<file path="src/rtl/x1_ioctl_loader.sv">
// Purpose: receives the HPS ioctl download stream and routes each byte by ioctl_index to the IPL ROM, CG ROM or main RAM write port, or discards it.
// Latency: a push at edge N raises mem_req at edge N+1 at the earliest; each write takes at least 2 cycles (req, ack/pop).
// Backpressure: ioctl_wait is registered and goes high while FIFO occupancy is >= depth-1; bytes strobed into a full FIFO are dropped and flagged in err_ovf.
//
// Ports:
//   clk_sys, reset            : single clock, synchronous active-high reset
//   ioctl_download/index/wr   : download window, target selector, one-cycle byte strobe
//   ioctl_addr/dout           : byte address (bits above AW-1 must be zero) and byte data
//   ioctl_wait                : back-pressure toward the HPS
//   mem_req/sel/addr/data     : write request toward the ROM/RAM side (sel 0 IPL, 1 CG, 2 main RAM)
//   mem_ack                   : target accepted the current write
//   busy/done                 : busy in ACTIVE or DRAIN; one-cycle done pulse at completion
//   err_ovf/err_range         : sticky error flags, cleared at download start
//   cksum                     : running byte checksum
//
// Optional feature: define LOADER_CKSUM_EN to build the checksum adder; otherwise cksum is tied to zero.

module x1_ioctl_loader #(
  parameter int AW        = 16,
  parameter int FIFO_LOG2 = 2
) (
  input  logic          clk_sys,
  input  logic          reset,
  input  logic          ioctl_download,
  input  logic [7:0]    ioctl_index,
  input  logic          ioctl_wr,
  input  logic [24:0]   ioctl_addr,
  input  logic [7:0]    ioctl_dout,
  output logic          ioctl_wait,
  output logic          mem_req,
  output logic [1:0]    mem_sel,
  output logic [AW-1:0] mem_addr,
  output logic [7:0]    mem_data,
  input  logic          mem_ack,
  output logic          busy,
  output logic          done,
  output logic          err_ovf,
  output logic          err_range,
  output logic [15:0]   cksum
);

  localparam int DEPTH = 1 << FIFO_LOG2;
  localparam logic [FIFO_LOG2:0] CNT_FULL = (FIFO_LOG2+1)'(DEPTH);
  localparam logic [FIFO_LOG2:0] CNT_HIGH = (FIFO_LOG2+1)'(DEPTH - 1);

  typedef enum logic [1:0] {
    S_IDLE,
    S_ACTIVE,
    S_DRAIN,
    S_DONE
  } state_t;

  typedef struct packed {
    logic [1:0]    sel;
    logic [AW-1:0] addr;
    logic [7:0]    data;
  } entry_t;

  state_t state, state_nxt;

  entry_t               fifo_mem [DEPTH];
  entry_t               head;
  logic [FIFO_LOG2-1:0] wr_ptr, rd_ptr;
  logic [FIFO_LOG2:0]   count, count_nxt;

  logic       dl_q;
  logic       dl_rise, dl_fall;
  logic       start;
  logic [7:0] idx_q;
  logic       tgt_ok;
  logic [1:0] tgt_sel;
  logic       strobe;
  logic       in_range;
  logic       fifo_full;
  logic       push, pop;
  logic       drop_ovf, drop_rng;

  // Edge detection uses the registered previous value of ioctl_download.
  assign dl_rise = ioctl_download & ~dl_q;
  assign dl_fall = ~ioctl_download & dl_q;
  assign start   = (state == S_IDLE) && dl_rise;

  // Target decode from the index latched at download start.
  always_comb begin
    tgt_ok  = 1'b1;
    tgt_sel = 2'd0;
    case (idx_q)
      8'd0:    tgt_sel = 2'd0;
      8'd1:    tgt_sel = 2'd1;
      8'd2:    tgt_sel = 2'd2;
      default: tgt_ok  = 1'b0;
    endcase
  end

  assign strobe    = (state == S_ACTIVE) && ioctl_wr && ioctl_download;
  assign in_range  = (ioctl_addr >> AW) == 25'd0;
  assign fifo_full = (count == CNT_FULL);
  assign pop       = mem_req && mem_ack;

  // A pop in the same cycle frees the slot, so a full FIFO still accepts.
  assign push      = strobe && in_range && tgt_ok && (!fifo_full || pop);
  assign drop_ovf  = strobe && in_range && tgt_ok && fifo_full && !pop;
  assign drop_rng  = strobe && !in_range;

  assign count_nxt = count + (FIFO_LOG2+1)'(push) - (FIFO_LOG2+1)'(pop);
  assign head      = fifo_mem[rd_ptr];

  // FSM state register
  always_ff @(posedge clk_sys) begin
    if (reset) state <= S_IDLE;
    else       state <= state_nxt;
  end

  // FSM next state and status outputs
  always_comb begin
    state_nxt = state;
    busy      = 1'b0;
    done      = 1'b0;
    case (state)
      S_IDLE: begin
        if (dl_rise) state_nxt = S_ACTIVE;
      end
      S_ACTIVE: begin
        busy = 1'b1;
        if (dl_fall) state_nxt = S_DRAIN;
      end
      S_DRAIN: begin
        busy = 1'b1;
        if ((count == '0) && !mem_req) state_nxt = S_DONE;
      end
      S_DONE: begin
        done      = 1'b1;
        state_nxt = S_IDLE;
      end
      default: state_nxt = S_IDLE;
    endcase
  end

  // FIFO storage carries no reset; validity is tracked by the pointers/count.
  always_ff @(posedge clk_sys) begin
    if (!reset && push) begin
      fifo_mem[wr_ptr] <= '{sel: tgt_sel, addr: ioctl_addr[AW-1:0], data: ioctl_dout};
    end
  end

  always_ff @(posedge clk_sys) begin
    if (reset) begin
      dl_q       <= 1'b0;
      idx_q      <= 8'd0;
      err_ovf    <= 1'b0;
      err_range  <= 1'b0;
      wr_ptr     <= '0;
      rd_ptr     <= '0;
      count      <= '0;
      ioctl_wait <= 1'b0;
      mem_req    <= 1'b0;
      mem_sel    <= 2'd0;
      mem_addr   <= '0;
      mem_data   <= 8'd0;
    end else begin
      dl_q <= ioctl_download;

      if (start) begin
        idx_q     <= ioctl_index;
        err_ovf   <= 1'b0;
        err_range <= 1'b0;
      end else begin
        if (drop_ovf) err_ovf   <= 1'b1;
        if (drop_rng) err_range <= 1'b1;
      end

      if (push) wr_ptr <= wr_ptr + FIFO_LOG2'(1);
      if (pop)  rd_ptr <= rd_ptr + FIFO_LOG2'(1);
      count      <= count_nxt;
      ioctl_wait <= (count_nxt >= CNT_HIGH);

      // The head entry stays in the FIFO until acked; the ack cycle pops it
      // and drops mem_req, so the next request can follow one cycle later.
      if (pop) begin
        mem_req <= 1'b0;
      end else if (!mem_req && (count != '0)) begin
        mem_req  <= 1'b1;
        mem_sel  <= head.sel;
        mem_addr <= head.addr;
        mem_data <= head.data;
      end
    end
  end

`ifdef LOADER_CKSUM_EN
  logic [15:0] cksum_q;
  logic        ck_add;

  // Discard-target bytes count; overflow-dropped and out-of-range bytes do not.
  assign ck_add = strobe && in_range && !drop_ovf;

  always_ff @(posedge clk_sys) begin
    if (reset)       cksum_q <= 16'h0000;
    else if (start)  cksum_q <= 16'h0000;
    else if (ck_add) cksum_q <= cksum_q + {8'h00, ioctl_dout};
  end

  assign cksum = cksum_q;
`else
  assign cksum = 16'h0000;
`endif

endmodule

</file>
<file path="config.mk">
export PLATFORM = sky130hd
export DESIGN_NAME = x1_ioctl_loader
export DESIGN_NICKNAME = d
export VERILOG_FILES = /design/src/rtl/x1_ioctl_loader.sv
export SDC_FILE = /design/constraint.sdc
export NUM_CORES = 1
export LEC_CHECK = 0
export ABC_CLOCK_PERIOD_IN_PS = 8500
export BUFFER_PORTS_ARGS = -buffer_cell sky130_fd_sc_hd__buf_2
export CORE_MARGIN = 2
export CORE_UTILIZATION = 35
export CTS_CLUSTER_SIZE = 10
export DETAILED_ROUTE_END_ITERATION = 6
export SLEW_MARGIN = 25
export SYNTH_ARGS = -nofsm -noshare
export SYNTH_HDL_FRONTEND = slang
export SYNTH_SLANG_ARGS = --single-unit
</file>
<file path="constraint.sdc">
create_clock -name clk_sys -period 8.5 [get_ports clk_sys]
set_clock_uncertainty 0.2 [all_clocks]
set_input_delay 0 -clock clk_sys [delete_from_list [all_inputs] [get_ports clk_sys]]
set_output_delay 0 -clock clk_sys [all_outputs]
set_load 0.01 [all_outputs]
</file>
; After elaboration in Yosys (flattened, before gate mapping)
; Memory sizes are Yosys's and may differ from the RTL's. A register that Yosys moved wholly into a read port is not among the register bits.
; Index checks and enable logic that the tools add are counted.
[classes]
add_sub_neg = 4
multipliers = 0
n_div = 0
n_lt_le_gt_ge = 1
eq_ne = 9
shifts = 0
muxes = 10
n_bitwise = 5
reduce_logical = 30
[ops]
columns = op, n
row1 = $logic_not 25->1, 1
row2 = $logic_and 1x1->1, 13
row3 = $eq 8x1->1 const B, 1
row4 = $eq 8x2->1 const B, 1
row5 = $logic_not 8->1, 1
row6 = $pmux 2 s4, 1
row7 = $mux 2, 3
row8 = $ne 2x2->1 const B, 3
row9 = $reduce_or 2->1, 3
row10 = $logic_not 1->1, 5
row11 = $mux 1, 5
row12 = $add 2x1->2 const B, 2
row13 = $eq 2x2->1 const B, 2
row14 = $pmux 2 s2, 1
row15 = $add 3x1->3, 1
row16 = $eq 3x3->1 const B, 1
row17 = $ge 3x2->1 const B, 1
row18 = $logic_not 3->1, 1
row19 = $not 1->1, 3
row20 = $reduce_and 3->1, 1
row21 = $reduce_bool 3->1, 1
row22 = $reduce_or 3->1, 1
row23 = $sub 3x1->3, 1
row24 = $and 1x1->1, 2
row25 = 4 further kinds, 4
[word_totals]
regBits = 22
latchBits = 0
ram_bits = 104
romBits = 0
in_bits = 46
output_inout_bits = 48
wordCells = 70
mem_count = 1
[memory_table]
columns = name, words, width, read_ports, rd_clocked_by_memory_dff, wr, line
row1 = fifo_mem, 4, 26, 1, 1, 1, 61  ; entry_t fifo_mem [DEPTH];

; Depth between registers and ports, before layout
; Gate-level depths: netlist of the first run.
[logic_depth]
depth_word = 9
depth_mapped = 14
ltp_nobuf = 13

; Least setup slack after synthesis of the first run
; Ideal clock, no wire load.
[synth_timing]
path_kind = register to register
start = register mem_req
end = register ioctl_wait
setup_ns = 0.114
arrival_time_ns = 2.517
required_time_ns = 8.186
setup_slack_ns = 5.669
path_stages_with_launch = 14
n_path_buf = 2
synth_period_minus_slack_ns = 2.831
cell_sequence = dfxtp_1 > and2_4 > buf_6 > or4b_1 > nand4bb_1 > buf_4 > ha_1 > inv_1 > ha_1 > fa_1 > xnor2_1 > xnor2_1 > nor2_1 > a21o_1
[synth_between]
elab_chain_len = 6
[synth_rtl]
columns = item, line
row1 = from (decl), 30  ; output logic mem_req,
row2 = from (signal assigned), 156  ; mem_req <= 1'b0;
row3 = from (signal assigned), 180  ; mem_req <= 1'b0;
row4 = from (signal assigned), 182  ; mem_req <= 1'b1;
row5 = $logic_and 1x1->1 *, 98  ; assign pop = mem_req && mem_ack;
row6 = net pop, 75  ; logic push, pop;
row7 = $logic_or 1x1->1, 101  ; assign push = strobe && in_range && tgt_ok && (!fifo_full || pop);
row8 = $logic_and 1x1->1, 101
row9 = $add 3x1->3, 105  ; assign count_nxt = count + (FIFO_LOG2+1)'(push) - (FIFO_LOG2+1)'(pop);
row10 = $sub 3x1->3 *, 105
row11 = $ge 3x2->1 *, 175  ; ioctl_wait <= (count_nxt >= CNT_HIGH);
row12 = to (signal assigned), 175
row13 = to (decl), 29  ; output logic ioctl_wait,
; The timed path passes the listed nets; every way through them passes the cells marked *.
; A chain may end at the register's enable or synchronous reset.

; Worst setup path after layout of the first run
[layout_timing]
start = input ioctl_addr[24]
end = register ioctl_wait
[layout_between]
elab_chain_len = 7
[layout_rtl]
columns = item, line
row1 = from (decl), 27  ; input logic [24:0] ioctl_addr,
row2 = $logic_not 25->1, 96  ; assign in_range = (ioctl_addr >> AW) == 25'd0;
row3 = $logic_and 1x1->1 (3 in series), 101
row4 = $add 3x1->3, 105
row5 = $sub 3x1->3, 105
row6 = $ge 3x2->1, 175
; No other way between the ends.

==> metrics.csv, run 1 <==
metric,value,unit
end_of_the_critical_path,ioctl_wait$_SDFF_PP0_,
grt_start_max_net_pins,49,
synthFlopType,edfxtp_1,
die_w,133,um
synth.cell_area,0.00584,mm2
grt_pass1_vias,3596,
worst_setup_hold_path_clk_slew,60,ps
cts-buffers-inserted,17,
total_power,1980,uW
antenna_violating_nets_post_route,0,
drive_gt1_frac,0.263,
static-leakage-power,0.00271,uW
fillers,1507,
timing.critical_path.buf_inv,4,
boundaryPins,94,
rsz0062_at_grt,false,
fp.dieArea,0.0177,mm2
rr_endpoint,ioctl_wait$_SDFF_PP0_,
rrSetupSlack,5350,ps
cap_viol_max_count,0,
crit_slowest_cell,dlygate4sd3_1,
setup.worst_path.end_class,register,
critical_path_required,8600,ps
insertion_delay,410,ps
ctsHtreeMaxLevel,4,
crit_start,ioctl_addr[24],
route.detailed.vias_per_inst,4.57,
ys_types,36,
globalRouteTotalUtil,0.135,
antenna_found_initial,0,
detailroute.via_count,3422,
synth_sequential_area_ratio,0.699,
yosys_warnings,0,
number_of_flops_mapped_to_enable_cells_by_yosys,104,
final_core_util,0.450,
path_cells,dlygate4sd3_1 -> buf_2 -> nor2_1 -> dlygate4sd3_1 -> nand4_1 -> nand4bb_1 -> ha_1 -> inv_1 -> ha_1 -> fa_1 -> xnor2_1 -> xnor2_1 -> nor2_1 -> a21o_1,
synthToLayoutAreaGrowth,26.9,%
synth_async_sr_flop_share,0,
cts_resized,0,
drt-wirelength-per-cell,15.0,um
r2r_cells,13,
met1_length,4810,um
clock_sink_count,152,
num_rows,47,
first_iter_violations,128,
finalNetCount,572,
cpLargestDelayFamily,buffers and inverters,
setup_fix_buffers_added_after_clock_tree_synthesis,0,
synth.ff_latch_count,152,
cts_tree,built,
pwr_density_cell,267,mW/mm2
post-route-period-util,0.381,
finalSetupViolations,0,
report.final.slew_viol_count,0,
core_footprint,0.0165,mm2
timing.critical_path.arrival,3350,ps
startpoint_type,primary input,
drcViolationCount,0,
hold_path.class,primary input to register,
routed_wire_length_on_met3,509,um
netlist_instances,383,
period_needed,3240,ps
drt_first_pass_iters,5,
highest-signal-layer,met4,
timing.critical_path.slowest_cell_delay,580,ps
timing.fmax,0.308,GHz
grt_first_pass_wirelength,18200,um
globalplace.congestion,0.697,
irDropWorstVdd,156,uV
wl_met2,5680,um
setup_total_negative_slack,0,ps
r2r-start,state[1]$_SDFFE_PP0P_,
relSlewSlack,0.359,
syn-mean-instance-area,15.3,um2
run_status,"finished, final reports clean",
globalRouteOverflowTotal,0,
place.detailed.hpwl,6940,um
crit_type,primary input to register,
worstSetupPathDepth,14,
hold_ws,24.0,ps
initial_util,0.355,
highest_fanout_seen_on_the_critical_path,4,
buffer_cell_driving_the_clock_tree_root,clkbuf_16,
die_h,133,um
n_antenna_cell,0,
worst_slew_pin_slew,962,ps
clock_path_buffers,2,
totalWireLength,11200,um
report.final.hold_viol_count,0,
portbufs,77,
-- worst reg2reg max path, delay by kind of cell (launching register included) --
kind | cells | cell delay (ps)
fa+ha+maj | 4 | 1110
simple gates | 4 | 780
flops | 1 | 330
xor+xnor | 2 | 310
compound gates | 1 | 200
buf+inv | 2 | 130
-- power by group --
| part | total (uW) | switching (uW) | internal, uW |
|---|---|---|---|
| registers | 909 | 57.5 | 852 |
| clock network | 668 | 269 | 399 |
| logic | 402 | 216 | 186 |
| total | 1980 | 542 | 1440 |
-- flip-flops by register name, indices dropped and copies added, names as in the netlist --
name / flops
err_range: 1
err_ovf: 1
wr_ptr: 2
idx_q: 8
state: 2
ioctl_wait: 1
rd_ptr: 2
mem_sel: 2
dl_q: 1
fifo_mem: 104
mem_addr: 16
mem_req: 1
count: 3
mem_data: 8
-- cells in the mapped netlist, types with 4 or more instances --
cell      count  share of area
dfxtp_1      48           0.16
and2_1        4         0.0043
ha_1         10          0.021
inv_1         9         0.0058
nand2_1      56          0.036
nor3_1        4         0.0034
mux2i_1      10          0.017
nor2_1       19          0.012
clkbuf_1      8         0.0051
xnor2_1       4         0.0060
buf_4        19          0.024
edfxtp_1    104           0.53
a21oi_1      29          0.025
mux4_2       26           0.10
-- worst min path at each step --
stage | slack, ps | to | cells after the start | start
after CTS | 40 | idx_q[4]$_SDFFE_PP0P_ | 2 | reset
after floorplan | -120 | count[0]$_SDFF_PP0_ | 1 | reset
after detailed placement | 20 | fifo_mem[3][7]$_DFFE_PP_ | 1 | ioctl_dout[7]
after global routing | 80 | wr_ptr[0]$_SDFFE_PP0P_ | 2 | reset
after global placement | 10 | fifo_mem[2][6]$_DFFE_PP_ | 1 | ioctl_dout[6]
final | 20 | idx_q[2]$_SDFFE_PP0P_ | 2 | reset
-- routing by layer --
metal | global-route usage | vias up
met2 | 0.233 | 92
met4 | 0.0561 | 0
met5 | 0 | -
met1 | 0.161 | 1679
li1 | - | 1632
met3 | 0.0346 | 19
-- cells by family (layout without fill, tap and decap cells) --
family                   Yosys count  in the layout  synth area share
other                              1             16          0.000642
multiplexers                      36             36             0.117
XOR/XNOR                           5              5           0.00750
adder cells (fa/ha/maj)           11             11            0.0248
AND/OR/NAND/NOR                  102            102            0.0790
AO/OA/AOI/OAI                     33             33            0.0298
buffers and inverters             43            173            0.0418
flip-flops                       152            152             0.699
-- timing repair --
action,CTS,global route
hold buffers,49,0
setup endpoints to repair,0,0
endpoints found under the hold margin,112,0
-- area by class of cell --
cell class	instances	area [um2]	area share
clock inverter	9	77.6	0.0105
timing repair buffer	132	921	0.124
clock buffer	23	448	0.0604
sequential	152	4090	0.551
multi-input combinational	203	1570	0.212
tap	220	275	0.0371
inverter	9	33.8	0.00456
-- per-stage QoR --
stage                     instance area [um2]  instances  worst slack, ps
final                                    7420        748             5260
after global routing                     7420        748             5000
after CTS                                7420        748             5260
after detailed placement                 6400        667             5350
after global placement                   6400        667             5460
after floorplan                          5900        398             5670
-- layout by cell type, fill, tap and decap left out, drive strengths merged, types with 2 or more instances in the layout --
master / instances
clkbuf: 23
nor2: 20
dlygate4sd3: 49
ha: 10
dfxtp: 48
nor2b: 3
nand2: 56
and2: 5
nor4: 3
conb: 16
a21oi: 29
mux4: 26
buf: 83
mux2i: 10
nor3: 4
edfxtp: 104
clkinvlp: 2
xnor2: 4
inv: 9
a21o: 2
clkinv: 6
nor3b: 3
(Power assumes the default switching activity.)
==> run 2: changes to the inputs <==
- ABC_AREA: not set -> 1
- ABC_CLOCK_PERIOD_IN_PS: 8500 -> 2800
- clock period: 8.5 -> 2.8 ns (I/O delays scaled with it)
==> run 2 against run 1 <==
Net effect:
- first-iteration DRC count rose to 2.5 times the previous value
- hold slack improved by 44 ps
- sequential share of layout area fell by 1.3 points
- register-to-register slack got worse by 5100 ps
- sequential power rose to 2.9 times the previous value
- sequential cell count did not move
- area after synthesis rose by 2.4%
- largest power group unchanged
- routed wire length rose by 14%
- largest cell class unchanged
==> metrics.csv, run 2 <==
metric,value,unit
final_common_cell,nor2_1,
num_rows,47,
synthDominantAreaCellType,edfxtp_1,
largest_register_ffs,104,
die_w,135,um
synth_sequential_area_ratio,0.683,
antenna_found_initial,0,
hold_path.class,primary input to register,
pwr_density_cell,787,mW/mm2
worst_slew_pin_slew,801,ps
synthFlopType,edfxtp_1,
ys_types,28,
totalWireLength,12700,um
irDropWorstVdd,568,uV
grt_pass1_vias,4094,
core_footprint,0.0166,mm2
n_antenna_cell,0,
slack_of_the_critical_path,211,ps
worst_setup_hold_path_clk_slew,60,ps
drt-wirelength-per-cell,14.3,um
detailroute.via_count,4131,
startpoint_type,register,
setup.worst_path.end_class,register,
report.final.slew_viol_count,0,
area.sequential,0.00409,mm2
grt_first_pass_wirelength,20500,um
drt_first_pass_iters,4,
timing.critical_path.slowest_cell_delay,370,ps
highest_fanout_seen_on_the_critical_path,4,
top_regs,"fifo_mem: 104 flops, mem_addr: 16 flops",
place.detailed.hpwl,7410,um
fp.dieArea,0.0181,mm2
drive_gt1_frac,0.192,
netlist_instances,538,
timing.fmax,0.386,GHz
path_cells,inv_1 -> ha_1 -> nand3_2 -> nor3_4 -> nand3_2 -> ha_1 -> inv_1 -> ha_1 -> fa_1 -> xor2_1 -> inv_1 -> o21ai_0,
route.detailed.vias_per_inst,4.64,
critical_path_required,2940,ps
globalplace.congestion,0.733,
run_status,"finished, final reports clean",
clock_sink_count,152,
crit_slowest_cell,fa_1,
timing.critical_path.arrival,2730,ps
globalRouteOverflowTotal,0,
report.final.hold_viol_count,0,
regMostFlops,fifo_mem,
globalRouteTotalUtil,0.148,
number_of_flops_mapped_to_enable_cells_by_yosys,104,
first_iter_violations,320,
insertion_delay,420,ps
post-synth-top-count-cell,nor2_1,
multi_input_area,0.00160,mm2
portbufs,77,
antenna_violating_nets_post_route,0,
buffer_cell_driving_the_clock_tree_root,clkbuf_16,
period_needed,2590,ps
synth_largest_type_area_fraction,0.522,
pre_cts_slack,193,ps
post_synth_main_area_contributors,"edfxtp_1 52%, dfxtp_1 16%, nor2_1 7.8%",
boundaryPins,94,
hold_ws,67.5,ps
finalNetCount,715,
cap_viol_max_count,0,
synthToLayoutAreaGrowth,26.9,%
static-leakage-power,0.00295,uW
ctsHtreeMaxLevel,4,
synth.ff_latch_count,152,
relSlewSlack,0.465,
rsz0062_at_grt,false,
cts_resized,0,
synth.cell_area,0.00598,mm2
synth_async_sr_flop_share,0,
yosys_warnings,0,
clock_path_buffers,2,
fillers,1498,
mostFrequentLayoutCells,"125 x nor2_1, 104 x edfxtp_1, 89 x o21ai_0",
crit_type,register to register,
syn-mean-instance-area,11.1,um2
die_h,135,um
finalSetupViolations,0,
synthTopCellsByCount,"125 x nor2_1, 104 x edfxtp_1, 89 x o21ai_0",
cts-buffers-inserted,17,
cts_tree,built,
post-route-period-util,0.925,
initial_util,0.359,
drcViolationCount,0,
grt_start_max_net_pins,54,
==> run 2: cell count changes in the layout (fill, tap and decap cells not counted), sizes merged, moves of 8 or more <==
| cell | previous run | this run |
|---|---|---|
| a31oi | 0 | 26 |
| dlygate4sd3 | 49 | 41 |
| inv | 9 | 41 |
| mux2i | 10 | 0 |
| a21oi | 29 | 11 |
| mux4 | 26 | 0 |
| nand2 | 56 | 21 |
| nor2 | 20 | 125 |
| o21ai | 0 | 93 |
==> run 2: layout make-up <==
cell class                 count  area share
timing repair buffer         129       0.122
clock buffer                  18      0.0565
sequential                   152       0.538
inverter                      37      0.0183
tap                          220      0.0363
multi-input combinational    321       0.210
clock inverter                14      0.0183
==> run 2: metrics by stage <==
| stage | std cells | power (uW) | cell area (um2) | util | TNS [ps] |
|---|---|---|---|---|---|
| after floorplan | 553 | 3470 | 6040 | - | -89070 |
| after detailed placement | 818 | 3830 | 6610 | 0.397 | 0 |
| after global placement | 818 | 3790 | 6610 | 0.397 | 0 |
| after CTS | 891 | 6030 | 7590 | 0.456 | 0 |
| after global routing | 891 | 6310 | 7590 | 0.456 | 0 |
| final | 891 | 5980 | 7590 | 0.456 | 0 |
==> run 2: cell families after synthesis <==
logic type,share of synthesized area
compound gates,0.115
fa+ha+maj,0.0243
buf+inv,0.0632
other cells,0.000627
flops,0.683
simple gates,0.111
xor+xnor,0.00293
==> run 2: what timing repair did <==
action	CTS	global route
setup endpoints to repair	0	0
endpoints found under the hold margin	118	0
hold buffers	41	0
buffers inserted	0	0
==> run 2: metal layers <==
metal	global-route usage	vias up	share of wire
met1	0.178	1943	0.43
li1	-	2062	-
met5	0	-	0
met3	0.0458	7	0.057
met2	0.257	119	0.50
met4	0.0456	0	0.0066
==> run 2: final timing paths <==
| path | startpoint | endpoint | slack (ps) | cells past startpoint |
|---|---|---|---|---|
| worst max-delay path | state[1]$_SDFFE_PP0P_ | ioctl_wait$_SDFF_PP0_ | 210 | 12 |
| worst min-delay path | ioctl_addr[23] | wr_ptr[0]$_SDFFE_PP0P_ | 70 | 9 |
| worst max register to register | state[1]$_SDFFE_PP0P_ | ioctl_wait$_SDFF_PP0_ | 210 | 12 |
| worst min register to register | idx_q[7]$_SDFFE_PP0P_ | idx_q[7]$_SDFFE_PP0P_ | 250 | 2 |
==> run 2: where the power goes <==
| group | switching [uW] | total, uW | internal [uW] |
|---|---|---|---|
| clock | 910 | 2150 | 1240 |
| combinational | 735 | 1150 | 418 |
| sequential | 97.0 | 2670 | 2570 |
| total | 1740 | 5980 | 4230 |
==> run 2: worst max-delay path, delay by kind of cell (launching register included) <==
| kind | cells | cell delay (ps) |
|---|---|---|
| compound gates | 1 | 150 |
| flops | 1 | 340 |
| simple gates | 3 | 430 |
| xor+xnor | 1 | 160 |
| buf+inv | 3 | 210 |
| fa+ha+maj | 4 | 1030 |
==> run 3: changes to the inputs <==
- CELL_PAD_IN_SITES_DETAIL_PLACEMENT: not set -> 1
- CELL_PAD_IN_SITES_GLOBAL_PLACEMENT: not set -> 2
- CORE_UTILIZATION: 35 -> 33
- PLACE_DENSITY_LB_ADDON: not set -> 0.1
==> run 3 against run 2 <==
Net effect:
- clock power is 18% higher
- first-iteration DRC count is 64% lower
- sequential cell count unchanged
- maximum frequency increased by 2.6%
- cell area rose by 1.3%
- sequential share of layout area is 0.71 points lower
- global-route usage increased by 0.77 points
- cell count increased by 1.3%
- combinational power is essentially flat
- register-to-register slack improved by 70 ps
- critical path type unchanged
- critical endpoint unchanged
- largest cell class unchanged
==> metrics.csv, run 3 (synthesis gave the netlist of run 2 again) <==
metric,value,unit
run_status,"finished, final reports clean",
r2r-start,state[1]$_SDFFE_PP0P_,
drt-wirelength-per-cell,15.9,um
hold_path_depth,9,
die_w,139,um
relSlewSlack,0.597,
wl_met2,7030,um
critical_path_required,2900,ps
largest_register_ffs,104,
comb_power_frac,0.183,
post-route-period-util,0.901,
cap_viol_max_count,0,
timing.critical_path.arrival,2620,ps
crit_type,register to register,
synthToLayoutAreaGrowth,28.6,%
n_antenna_cell,0,
p_int,4600,uW
first_iter_violations,114,
seqPwrFrac,0.419,
report.final.slew_viol_count,0,
drt_first_pass_iters,4,
clock_share_of_power,0.399,
ctsHtreeMaxLevel,4,
rsz0062_at_grt,false,
pwr_density_cell,829,mW/mm2
setup_total_negative_slack,0,ps
drive_gt1_frac,0.197,
highest-signal-layer,met4,
rr_endpoint,ioctl_wait$_SDFF_PP0_,
clock_sink_count,152,
setup_fix_buffers_added_after_clock_tree_synthesis,0,
met1_length,6700,um
detailroute.via_count,4185,
num_rows,49,
highest_fanout_seen_on_the_critical_path,4,
switching_power,1770,uW
routed_wire_length_on_met3,429,um
r2r_cells,12,
die_h,139,um
grt_pass1_vias,4311,
total_power,6380,uW
netSwitchingFraction,0.278,
route.detailed.vias_per_inst,4.63,
finalNetCount,718,
finalSetupViolations,0,
setup.worst_path.end_class,register,
hold_path.class,primary input to register,
irDropWorstVdd,464,uV
worst_slew_pin_slew,605,ps
grt_start_max_net_pins,54,
globalplace.congestion,0.729,
top_regs,"fifo_mem: 104 flops, mem_addr: 16 flops",
cts-buffers-inserted,17,
worst_hold_path.endpoint,wr_ptr[0]$_SDFFE_PP0P_,
regMostFlops,fifo_mem,
drcViolationCount,0,
report.final.hold_viol_count,0,
boundaryPins,94,
totalWireLength,14400,um
cts_tree,built,
clock_path_buffers,2,
portbufs,77,
grt_first_pass_wirelength,23100,um
globalRouteOverflowTotal,0,
insertion_delay,430,ps
period_needed,2520,ps
hold_path_start,ioctl_addr[17],
startpoint_type,register,
rrSetupSlack,280,ps
initial_util,0.334,
globalRouteTotalUtil,0.156,
final_common_cell,nor2_1,
worst_setup_hold_path_clk_slew,60,ps
timing.fmax,0.396,GHz
fp.dieArea,0.0192,mm2
antenna_found_initial,0,
place.detailed.hpwl,8570,um
static-leakage-power,0.00300,uW
antenna_violating_nets_post_route,0,
core_footprint,0.0179,mm2
buffer_cell_driving_the_clock_tree_root,clkbuf_16,
mostFrequentLayoutCells,"125 x nor2_1, 104 x edfxtp_1, 88 x o21ai_0",
run 3: changes by cell type in the layout (fill, tap and decap cells not counted), sizes merged:
cell,delta
bufinv,+4
buf,+3
clkinv,-3
clkbuf,+1
inv,-2
run 3: repair_timing:
action	4_1_cts	5_1_grt
endpoints found under the hold margin	118	0
hold buffers	41	0
resized for setup	0	1
endpoints found under the setup margin	0	1
run 3: per-layer routing:
metal  GRT usage  up-vias
li1            -     2073
met1       0.195     2022
met2       0.268       73
met3      0.0331       17
met4      0.0595        0
met5           0        -
run 3: per-stage QoR:
stage	cells	hold WS [ps]	util	area [um2]	setup slack (ps)
floorplan	553	-101	-	6040	-856
global placement	830	14.9	0.370	6620	279
detailed placement	830	16.8	0.370	6620	190
CTS	903	62.9	0.430	7690	218
global route	903	123	0.430	7690	59.9
finish	903	67.0	0.430	7690	278
run 3: worst max path at each step:
stage                                from                       end
global placement    state[1]$_SDFFE_PP0P_     ioctl_wait$_SDFF_PP0_
CTS                 state[1]$_SDFFE_PP0P_     ioctl_wait$_SDFF_PP0_
detailed placement  state[1]$_SDFFE_PP0P_     ioctl_wait$_SDFF_PP0_
finish              state[1]$_SDFFE_PP0P_     ioctl_wait$_SDFF_PP0_
global route        state[1]$_SDFFE_PP0P_     ioctl_wait$_SDFF_PP0_
floorplan           state[1]$_SDFFE_PP0P_  fifo_mem[0][0]$_DFFE_PP_
run 3: critical path: stages (launching register included):
cell	delay (ps)
dfxtp_1	340
inv_1	80
ha_1	190
nand3_2	110
nor3_4	190
nand3_2	90
ha_1	290
inv_1	40
ha_1	180
fa_1	380
xor2_1	170
inv_1	80
o21ai_1	60
run 3: power groups by stage:
| stage | registers, uW | logic (uW) | clock network [uW] |
|---|---|---|---|
| floorplan | 2750 | 725 | 0 |
| global placement | 2710 | 1120 | 0 |
| detailed placement | 2720 | 1140 | 0 |
| CTS | 2670 | 1190 | 2610 |
| global route | 2690 | 1330 | 2700 |
| finish | 2670 | 1160 | 2540 |
run 3: final cells by class:
type / instances / area (um2)
fill: 1970 / 10200
sequential: 152 / 4090
multi-input combinational: 321 / 1600
timing repair buffer: 132 / 926
clock buffer: 19 / 443
tap: 229 / 287
clock inverter: 13 / 218
inverter: 37 / 139
